==> src/rtl/approx_mul_err_sweeper.sv <==
// Exhaustive error sweeper for an 8x8 combinational approximate multiplier: drives every operand pair
// and accumulates SAE, max error (with first worst pair), error count and, with ERR_SSE_EN, SSE.
//
// state | meaning
// IDLE  | waiting for start; results from an aborted run are held
// SWEEP | presenting one operand pair per cycle, op_a fastest
// DRAIN | two cycles letting both pipeline stages retire
// DONE  | results valid and held until the next start
module approx_mul_err_sweeper #(
  parameter int WIDTH = 8,
  parameter int SAE_W = 32
) (
  input  logic                         clk,
  input  logic                         rst_n,
  input  logic                         start,
  input  logic                         abort,
  output logic [WIDTH-1:0]             op_a,
  output logic [WIDTH-1:0]             op_b,
  input  logic [2*WIDTH-1:0]           prod_in,
  output logic                         busy,
  output logic                         done,
  output logic [SAE_W-1:0]             sae,
  output logic [2*WIDTH-1:0]           max_err,
  output logic [WIDTH-1:0]             worst_a,
  output logic [WIDTH-1:0]             worst_b,
  output logic [2*WIDTH:0]             err_cnt,
  output logic [2*SAE_W-2*WIDTH-1:0]   sse
);

  localparam int PW    = 2 * WIDTH;
  localparam int CW    = PW + 1;
  localparam int SSE_W = 2 * SAE_W - 2 * WIDTH;

  typedef enum logic [1:0] {S_IDLE, S_SWEEP, S_DRAIN, S_DONE} state_t;

  state_t            state, state_nxt;
  logic [PW-1:0]     cnt;
  logic              drain_left;
  logic              start_acc;
  logic              abort_acc;

  logic              s1_valid;
  logic [PW-1:0]     s1_prod;
  logic [PW-1:0]     s1_exact;
  logic [WIDTH-1:0]  s1_a;
  logic [WIDTH-1:0]  s1_b;
  logic [PW-1:0]     err;

  assign op_a = cnt[WIDTH-1:0];
  assign op_b = cnt[PW-1:WIDTH];
  assign busy = (state == S_SWEEP) || (state == S_DRAIN);
  assign done = (state == S_DONE);

  always_comb begin
    state_nxt = state;
    start_acc = 1'b0;
    abort_acc = 1'b0;
    case (state)
      S_IDLE, S_DONE: begin
        if (start) begin
          start_acc = 1'b1;
          state_nxt = S_SWEEP;
        end
      end
      S_SWEEP: begin
        if (abort) begin
          abort_acc = 1'b1;
          state_nxt = S_IDLE;
        end else if (cnt == {PW{1'b1}}) begin
          state_nxt = S_DRAIN;
        end
      end
      S_DRAIN: begin
        if (abort) begin
          abort_acc = 1'b1;
          state_nxt = S_IDLE;
        end else if (!drain_left) begin
          state_nxt = S_DONE;
        end
      end
      default: state_nxt = S_IDLE;
    endcase
  end

  always_ff @(posedge clk or negedge rst_n) begin
    if (!rst_n) begin
      state      <= S_IDLE;
      cnt        <= '0;
      drain_left <= 1'b0;
    end else begin
      state <= state_nxt;
      if (start_acc) begin
        cnt <= '0;
      end else if (state == S_SWEEP && !abort_acc) begin
        cnt <= cnt + 1'b1;  // wraps to 0 after the all-ones pair
      end
      if (state == S_SWEEP) begin
        drain_left <= 1'b1;
      end else if (drain_left) begin
        drain_left <= drain_left - 1'b1;
      end
    end
  end

  // Stage 1: capture the returned product alongside the exact one.
  always_ff @(posedge clk or negedge rst_n) begin
    if (!rst_n) begin
      s1_valid <= 1'b0;
      s1_prod  <= '0;
      s1_exact <= '0;
      s1_a     <= '0;
      s1_b     <= '0;
    end else begin
      s1_valid <= (state == S_SWEEP) && !abort_acc;
      s1_prod  <= prod_in;
      s1_exact <= {{WIDTH{1'b0}}, op_a} * {{WIDTH{1'b0}}, op_b};
      s1_a     <= op_a;
      s1_b     <= op_b;
    end
  end

  assign err = (s1_prod > s1_exact) ? (s1_prod - s1_exact) : (s1_exact - s1_prod);

  // Stage 2: accumulate; strict compare keeps the earliest worst pair on ties.
  always_ff @(posedge clk or negedge rst_n) begin
    if (!rst_n) begin
      sae     <= '0;
      max_err <= '0;
      worst_a <= '0;
      worst_b <= '0;
      err_cnt <= '0;
    end else if (start_acc) begin
      sae     <= '0;
      max_err <= '0;
      worst_a <= '0;
      worst_b <= '0;
      err_cnt <= '0;
    end else if (s1_valid) begin
      sae     <= sae + SAE_W'(err);
      err_cnt <= err_cnt + CW'(err != '0);
      if (err > max_err) begin
        max_err <= err;
        worst_a <= s1_a;
        worst_b <= s1_b;
      end
    end
  end

`ifdef ERR_SSE_EN
  logic [2*PW-1:0] err_sq;

  assign err_sq = {{PW{1'b0}}, err} * {{PW{1'b0}}, err};

  always_ff @(posedge clk or negedge rst_n) begin
    if (!rst_n) begin
      sse <= '0;
    end else if (start_acc) begin
      sse <= '0;
    end else if (s1_valid) begin
      sse <= sse + SSE_W'(err_sq);
    end
  end
`else
  assign sse = '0;
`endif

endmodule

==> config.mk <==
export PLATFORM = sky130hd
export DESIGN_NAME = approx_mul_err_sweeper
export DESIGN_NICKNAME = d
export VERILOG_FILES = /design/src/rtl/approx_mul_err_sweeper.sv
export SDC_FILE = /design/constraint.sdc
export NUM_CORES = 1
export LEC_CHECK = 0
export CORE_ASPECT_RATIO = 2
export CORE_MARGIN = 2
export CORE_UTILIZATION = 56
export DETAILED_ROUTE_END_ITERATION = 7
export PLACE_DENSITY = 0.82
export SLEW_MARGIN = 10
export SYNTH_ARGS = -nofsm -noshare
export SYNTH_HDL_FRONTEND = slang
export SYNTH_SLANG_ARGS = --single-unit
==> constraint.sdc <==
create_clock -name clk -period 5.26 [get_ports clk]
set_input_delay 0.789 -clock clk [delete_from_list [all_inputs] [get_ports clk]]
set_output_delay 0.789 -clock clk [all_outputs]
set_load 0.05 [all_outputs]
==> results of run 1 <==
[power groups by stage]
stage / Clock (mW) / Sequential, mW / Combinational, mW
floorplan: 0 / 1.84 / 1.05
global placement: 0 / 1.47 / 1.99
detailed placement: 0 / 1.47 / 2.03
CTS: 1.18 / 1.45 / 2.05
global route: 1.22 / 1.47 / 2.21
finish: 1.16 / 1.45 / 2.05
[flip-flops by register name (all words and copies together) (netlist names)]
register	flops
cnt	16
drain_left	1
err_cnt	17
max_err	16
s1_a	8
s1_b	8
s1_exact	16
s1_prod	16
s1_valid	1
sae	32
state	2
worst_a	8
worst_b	8
[area by class of cell]
type	instances	area (um2)
multi-input combinational	842	6320
fill	1541	6270
sequential	149	3730
timing repair buffer	161	1530
inverter	122	458
clock buffer	18	439
tap	259	324
clock inverter	13	116
[routing by layer]
| metal | GRT usage [%] | vias to the layer above | share of wire, % |
|---|---|---|---|
| li1 | - | 4032 | - |
| met1 | 26.4 | 4294 | 34 |
| met2 | 49.3 | 288 | 56 |
| met3 | 5.05 | 102 | 3.9 |
| met4 | 16.8 | 0 | 6.3 |
| met5 | 0 | - | 0 |
[kinds of logic (layout without fill, tap and decap cells)]
group / count (synthesis) / after routing / share of synthesized area (%)
muxes: 53 / 53 / 4.91
xor gates and xnor gates: 71 / 71 / 5.73
other: 1 / 48 / 0.0345
and+or+nand+nor: 354 / 354 / 15.6
buffers and inverters: 215 / 314 / 9.34
AOI/OAI and AO/OA: 167 / 168 / 10.3
adders and majority gates: 148 / 148 / 19.7
DFF: 149 / 149 / 34.3
[cell usage after synthesis, types with 3 or more instances]
cell type and number:
a211oi_1 10, o31ai_1 3, or4_1 3, nor2_1 118
xor2_1 43, and2_1 33, o2111ai_1 4, mux2i_1 51
nand3b_1 3, o21bai_1 5, or2_2 4, clkbuf_1 34
a221o_1 3, xnor2_1 28, a21oi_1 49, inv_1 122
nand3_1 26, nand2_1 83, fa_1 39, a21o_1 25
nand4_1 14, and3_1 13, or3_1 9, dfrtp_1 149
a21boi_0 4, nor3_1 17, ha_1 109, o211ai_1 3
buf_4 49, nand2b_1 10, o21ai_0 30, a31oi_1 6
nor2b_1 11, buf_2 7
[final timing paths]
kind	end	cells after the start	slack, ns
worst max-delay path	sae[19]$_DFFE_PN0P_	19	0.37
worst min-delay path	s1_prod[8]$_DFF_PN0_	1	0.31
worst max register to register	sae[19]$_DFFE_PN0P_	19	0.37
worst min register to register	worst_b[7]$_DFFE_PN0P_	2	0.50
max in group asynchronous	err_cnt[5]$_DFFE_PN0P_	2	3.92
min in group clk	worst_b[7]$_DFFE_PN0P_	2	0.50
[stage by stage]
step / setup slack [ns] / utilization (%) / instances
global route: 0.0215 / 67.3 / 1564
CTS: 0.178 / 67.0 / 1559
floorplan: 0.333 / - / 1205
finish: 0.367 / 67.3 / 1564
global placement: 0.325 / 64.1 / 1528
detailed placement: 0.211 / 64.1 / 1528
==> metrics list, run 1 <==
- Result of the run: complete, no violations
- Type of origin of the critical path: flop
- Via/cell ratio: 5.57
* Crit path DAT: 5.18 ns
- The final critical path takes up 93.0% of the cycle.
* Number of synthesized flops with an enable pin: 0
- The share of total power dissipated in combinational logic is 44.0%.
- Total CTS buffers: 17
- Once placement finished, the instance area stood at 12300 um2.
* Data required time of the worst path: 5.54 ns
- Counting both buffers and inverters, the worst setup path holds a total of 2.
- Critical path, cell by cell: inv_1 -> ha_1 -> buf_4 -> nand3_1 -> a211oi_1 -> o31ai_1 -> a211oi_1 -> mux2i_1 -> xnor2_1 -> ha_1 -> a21o_1 -> a21o_1 -> a21oi_1 -> o21ai_0 -> a21oi_1 -> o21ai_1 -> nand4_1 -> xor2_1 -> nor2_1
- Largest delay contributor family on the critical path: compound AO/OA/AOI/OAI gates
* Via count of the first global-routing pass: 8950
- The die is 201 um tall.
- Peak clock frequency supported by timing: 204 MHz
- Worst min path class: input port to async pin
- The first routing iteration left 381 violations.
- From left edge to right edge, the die measures 102 um.
- The startpoint identified for the worst register-to-register timing path is s1_prod[5]$_DFF_PN0_.
* Total Neg Setup Slack: 0 ns
- After detailed routing, the total wire length is 26600 um.
- DR WL/cell: 17.0 um
- Clock input transition at the sequential cells of the worst setup and hold paths: 0.06 ns
- VDD sags by at most 0.000269 V.
* TritonCTS clock tree: done
- Clock group share of total power: 24.8%
- Number of different library cells in the post-synthesis netlist: 65
- In the global route stage, overall resource usage came out at 26.8%.
* Post-synthesis register bit count: 149
- The cell area that synthesis handed to floorplanning was 10900 um2.
- Peak fanout along the critical path: 8
- Of the total power, the share spent switching nets is 43.2%.
* Level count of the clock H-tree: 4
* Number of buffers inserted by port buffering: 118
- Maximum number of pins on one net before global-route repair: 60
- Later-pin clock latency in the skew report: 0.45 ns
- Across the run, the number of max-cap violations was 0.
* Worst Setup SP: s1_prod[5]$_DFF_PN0_
- Area of the die: 20600 um2
- The biggest area contributor in the post-synthesis netlist is dfrtp_1.
- Final Total Pwr: 4.66 mW
* I/O pin total: 167
- Leading cell types in the layout, fill and taps excluded: dfrtp_1 (149), inv_1 (122), nor2_1 (117), clkdlybuf4s50_1 (117), ha_1 (109)
- The internal portion of the total power is 2.65 mW.
- The number of antenna diodes in the final layout is 0.
* Share of flip-flops with an asynchronous set or reset after synthesis: 100%
- The clock drives 149 sinks.
* Most used flip-flop cell after synthesis: dfrtp_1
- Summed over all layers, the global routing overflow is 0.
- The critical path is of the flop to flop type.
* First-pass iteration count of the detailed router: 5
- Sorting the synthesized cells by area gives the leading types as dfrtp_1 (34%), ha_1 (13%), fa_1 (7.2%).
- The worst setup path is captured at a flop.
* Number of antenna violations at the first check in global routing: 0
* Final count of hold timing violations: 0
* Remaining design rule violation count: 0
- Worst-margin pin slew: 1.08 ns
- The floorplan has 72 rows.
* Sequential area share after synthesis: 34.3%
- Count of final max-slew check failures: 0
* Portion of synthesized cell area occupied by the leading cell type: 34.3%
* Maximum root-to-sink buffer count: 2
* Area of all placed cells without fillers: 12900 um2
- After floorplanning, the core was sized to cover 19200 um2.
- RSZ-0062 raised after global routing: false
- CTS-repair resized insts: 0
* Syn avg cell area: 9.38 um2
- After technology mapping, the gate count stands at 1158.
- For this run, the slowest stage of the critical path takes 0.49 ns.
- The number of setup buffers added after CTS is 0.
* Fraction of power consumed by sequential logic: 31.2%
- Count of warnings emitted by yosys: 0
- The analysis attributes to net switching a power of 2.01 mW.
* Worst clock skew: 0.00930 ns
- The count of nets left with antenna violations once routing finished came out at 0.
- Net total in the final layout: 1461
- LEAKAGE: 6.27 nW
* Placed wire-length estimate: 20600 um
- CTS hold repair buffers: 0
- The first global-routing pass estimated 42800 um of wire.
* Power Density: 361 nW/um2
- Leaving out fill and tap cells, the most frequent cell in the layout is dfrtp_1.
- Routability congestion estimate: 0.927
- Final period demand of the worst path: 4.89 ns
- Starting density of the core: 56.6%
- Library cell used as clock root buffer: clkbuf_16
* Fraction of final layout cells sized beyond drive strength 1: 6.90%
* DR vias: 8716
* Worst hold slack across all endpoints: 0.312 ns
- Setup violators final: 0
- Compared with the post-synthesis result, the final layout area differs by 18.9%.
* Slowest CP cell: a211oi_1
- The worst pin sits at a relative slew slack of 27.5%.
No activity file was read; power rests on OpenSTA's default activity.
==> run 2: changes to the inputs <==
- CORE_MARGIN: 2 -> default
==> run 2 against run 1 <==
  * Clock-buffer cell count shrank 1
  * Largest cell class unchanged
  * Die area shrank 2.9%
  * Global-route usage grew 1.1 points
  * Register-to-register slack lost 0.02 ns
  * Clock skew is essentially flat
  * Cell count shrank 0.58%
  * Non-clock buffer count shrank 6
  * Power grew 1.6%
  * First-iteration DRC count shrank 13%
  * Critical path depth shrank 2
==> metrics list, run 2 (same netlist as run 1, synthesis figures left out) <==
- Result of the run: complete, no violations
- Data arrives at the worst endpoint at 5.28 ns.
- Worst clock skew: 0.00937 ns
* Library cell used as clock root buffer: clkbuf_16
- Input and output buffers added on the ports amount to 118.
- Stage delay of the slowest cell on the critical path: 0.44 ns
* Leading cell types in the layout, fill and taps excluded: dfrtp_1 (149), inv_1 (122), nor2_1 (117), clkdlybuf4s50_1 (117), ha_1 (109)
- Summed over all layers, the routed wires come to 26400 um.
- Clock-pin slew was measured on the worst setup and hold paths at 0.07 ns.
- The tree built by TritonCTS fans out to 149 sinks.
- For this design the top-level I/O count stands at 167.
- Total CTS buffers: 17
- The count of nets left with antenna violations once routing finished came out at 0.
- The library cell used most frequently in the layout, excluding fill and tap cells, is dfrtp_1.
* Slowest CP cell: dfrtp_1
- Of the total power, the share spent switching nets is 42.5%.
- RSZ-0062 raised after global routing: false
- In this run the tightest slew margin relative to its limit is 35.6%.
* TritonCTS clock tree: done
- In the post-route analysis, the smallest setup slack over all paths is 0.346 ns.
- Sequential cells account for 30.7% of the total power.
- Total Neg Setup Slack: 0 ns
* Layout area overhead: 18.7%
* First-pass iteration count of the detailed router: 5
* Max-Cap Viols: 0
- The first routing iteration left 333 violations.
* LEAKAGE: 6.27 nW
- The number of antenna violations at the first check in global routing came to 0.
* Endpoint type of the worst setup path: flop
* Critical path, cell by cell: inv_1 -> fa_1 -> nand2b_1 -> a21oi_1 -> o211a_4 -> nor3_1 -> a311oi_1 -> a21oi_1 -> xnor2_1 -> ha_1 -> nand4_1 -> or2_2 -> a21o_1 -> a31oi_1 -> o211ai_1 -> or3_1 -> a21oi_1
- Worst setup path class: flop to flop
* CTS-repair resized insts: 0
- Final period utilization: 93.4%
- DP Worst Slack: 0.189 ns
* Number of inserted diodes: 0
- Derived from the worst setup path, the maximum achievable clock frequency is 203 MHz.
* GR Util All Layers: 28.0%
- Largest delay contributor family on the critical path: compound AO/OA/AOI/OAI gates
* Global-route wire length before repair: 43100 um
* Number of flip-flops in the largest register: 32
* DR vias: 8688
- Routability congestion estimate: 0.918
- Post-layout utilization of the core: 68.1%
- Dividing total power by cell area gives a power density of 367 nW/um2.
* Net total in the final layout: 1455
* Fraction of final layout cells sized beyond drive strength 1: 6.54%
- Setup violations remaining at the end of the flow were counted as 0.
- Worst-margin pin slew: 0.967 ns
* Most numerous cell on the critical path: a21oi_1
* Number of buffer and inverter stages on the critical path: 1
* Worst min path class: input port to async pin
- Via/cell ratio: 5.59
* Area of the die: 20000 um2
- Via count of the first global-routing pass: 9059
- Placed wire-length estimate: 20000 um
- The later pin in the worst-skew pair is clocked with a latency of 0.44 ns.
- Standard-cell rows: 71
- Register name with the most flops: sae
* Level count of the clock H-tree: 4
- Total stage count of the critical path: 17
- Of the total power, combinational logic draws 43.1%.
* Net Sw Power: 2.01 mW
* Data required time of the worst path: 5.63 ns
- Die Y-Extent: 199 um
- Worst Reg2Reg Path Length in Cells: 17
- The clock passes through at most 2 buffers.
- Of all nets on the critical path, the largest fanout is 7.
- Core region area: 18900 um2
* Final count of hold timing violations: 0
- Clock group share of total power: 26.1%
* Maximum number of pins on one net before global-route repair: 106
* Total gr overflow: 0
- After detailed routing, the number of remaining DRC violations is 0.
- DR WL/cell: 17.0 um
- Type of origin of the critical path: flop
- Final period demand of the worst path: 4.91 ns
* Peak supply drop: 0.000262 V
* Total internal power: 2.72 mW
- Count of final max-slew check failures: 0
* Starting density of the core: 57.4%
* Die outline width: 100 um
- In the final layout, the registers with the most flip-flops are sae: 32 flops, err_cnt: 17 flops.
run 2: cell types whose count changed in the layout (fill, tap and decap cells not counted), sizes merged:
cell      previous run  this run
clkinv               1         6
clkinvlp             4         2
bufinv               0         2
clkbuf              18        17
inv                130       127
buf                 44        38
run 2: per-stage QoR:
step / hold slack (ns) / cells / instance area, um2 / total power, mW
finish: 0.468 / 1555 / 12900 / 4.73
global route: 0.521 / 1555 / 12900 / 4.99
CTS: 0.496 / 1551 / 12900 / 4.76
detailed placement: 0.487 / 1519 / 12300 / 3.50
global placement: 0.473 / 1519 / 12300 / 3.45
floorplan: 0.465 / 1205 / 11000 / 2.89
run 2: routing by layer:
layer	share of wire (%)	GRT usage (%)	up-vias
met2	56	53.0	282
li1	-	-	4022
met3	3.6	4.67	94
met4	5.8	18.0	0
met5	0	0	-
met1	34	27.2	4290
run 2: power groups by stage:
stage	registers (mW)	logic (mW)	clock network, mW
after detailed placement	1.47	2.03	0
final	1.46	2.04	1.24
after floorplan	1.84	1.05	0
after global routing	1.47	2.21	1.30
after CTS	1.45	2.04	1.26
after global placement	1.47	1.98	0
run 2: layout make-up:
class / count / area, um2
sequential: 149 / 3730
timing repair buffer: 155 / 1470
inverter: 122 / 458
tap: 255 / 319
fill: 1475 / 6030
multi-input combinational: 842 / 6320
clock buffer: 17 / 425
clock inverter: 15 / 171
run 2: repair_timing:
| action | CTS | global route |
|---|---|---|
| buffers inserted | 0 | 3 |
| setup endpoints to repair | 0 | 15 |
| hold buffers | 0 | 0 |
run 2: path summary, 6_finish.rpt:
| path | endpoint | start | slack (ns) |
|---|---|---|---|
| worst min register to register | worst_b[7]$_DFFE_PN0P_ | s1_b[7]$_DFF_PN0_ | 0.50 |
| worst max-delay path | sae[24]$_DFFE_PN0P_ | s1_prod[1]$_DFF_PN0_ | 0.35 |
| worst min-delay path | s1_prod[6]$_DFF_PN0_ | rst_n | 0.47 |
| worst max register to register | sae[24]$_DFFE_PN0P_ | s1_prod[1]$_DFF_PN0_ | 0.35 |
| max in group asynchronous | drain_left$_DFF_PN0_ | rst_n | 3.61 |
| min in group clk | worst_b[7]$_DFFE_PN0P_ | s1_b[7]$_DFF_PN0_ | 0.50 |
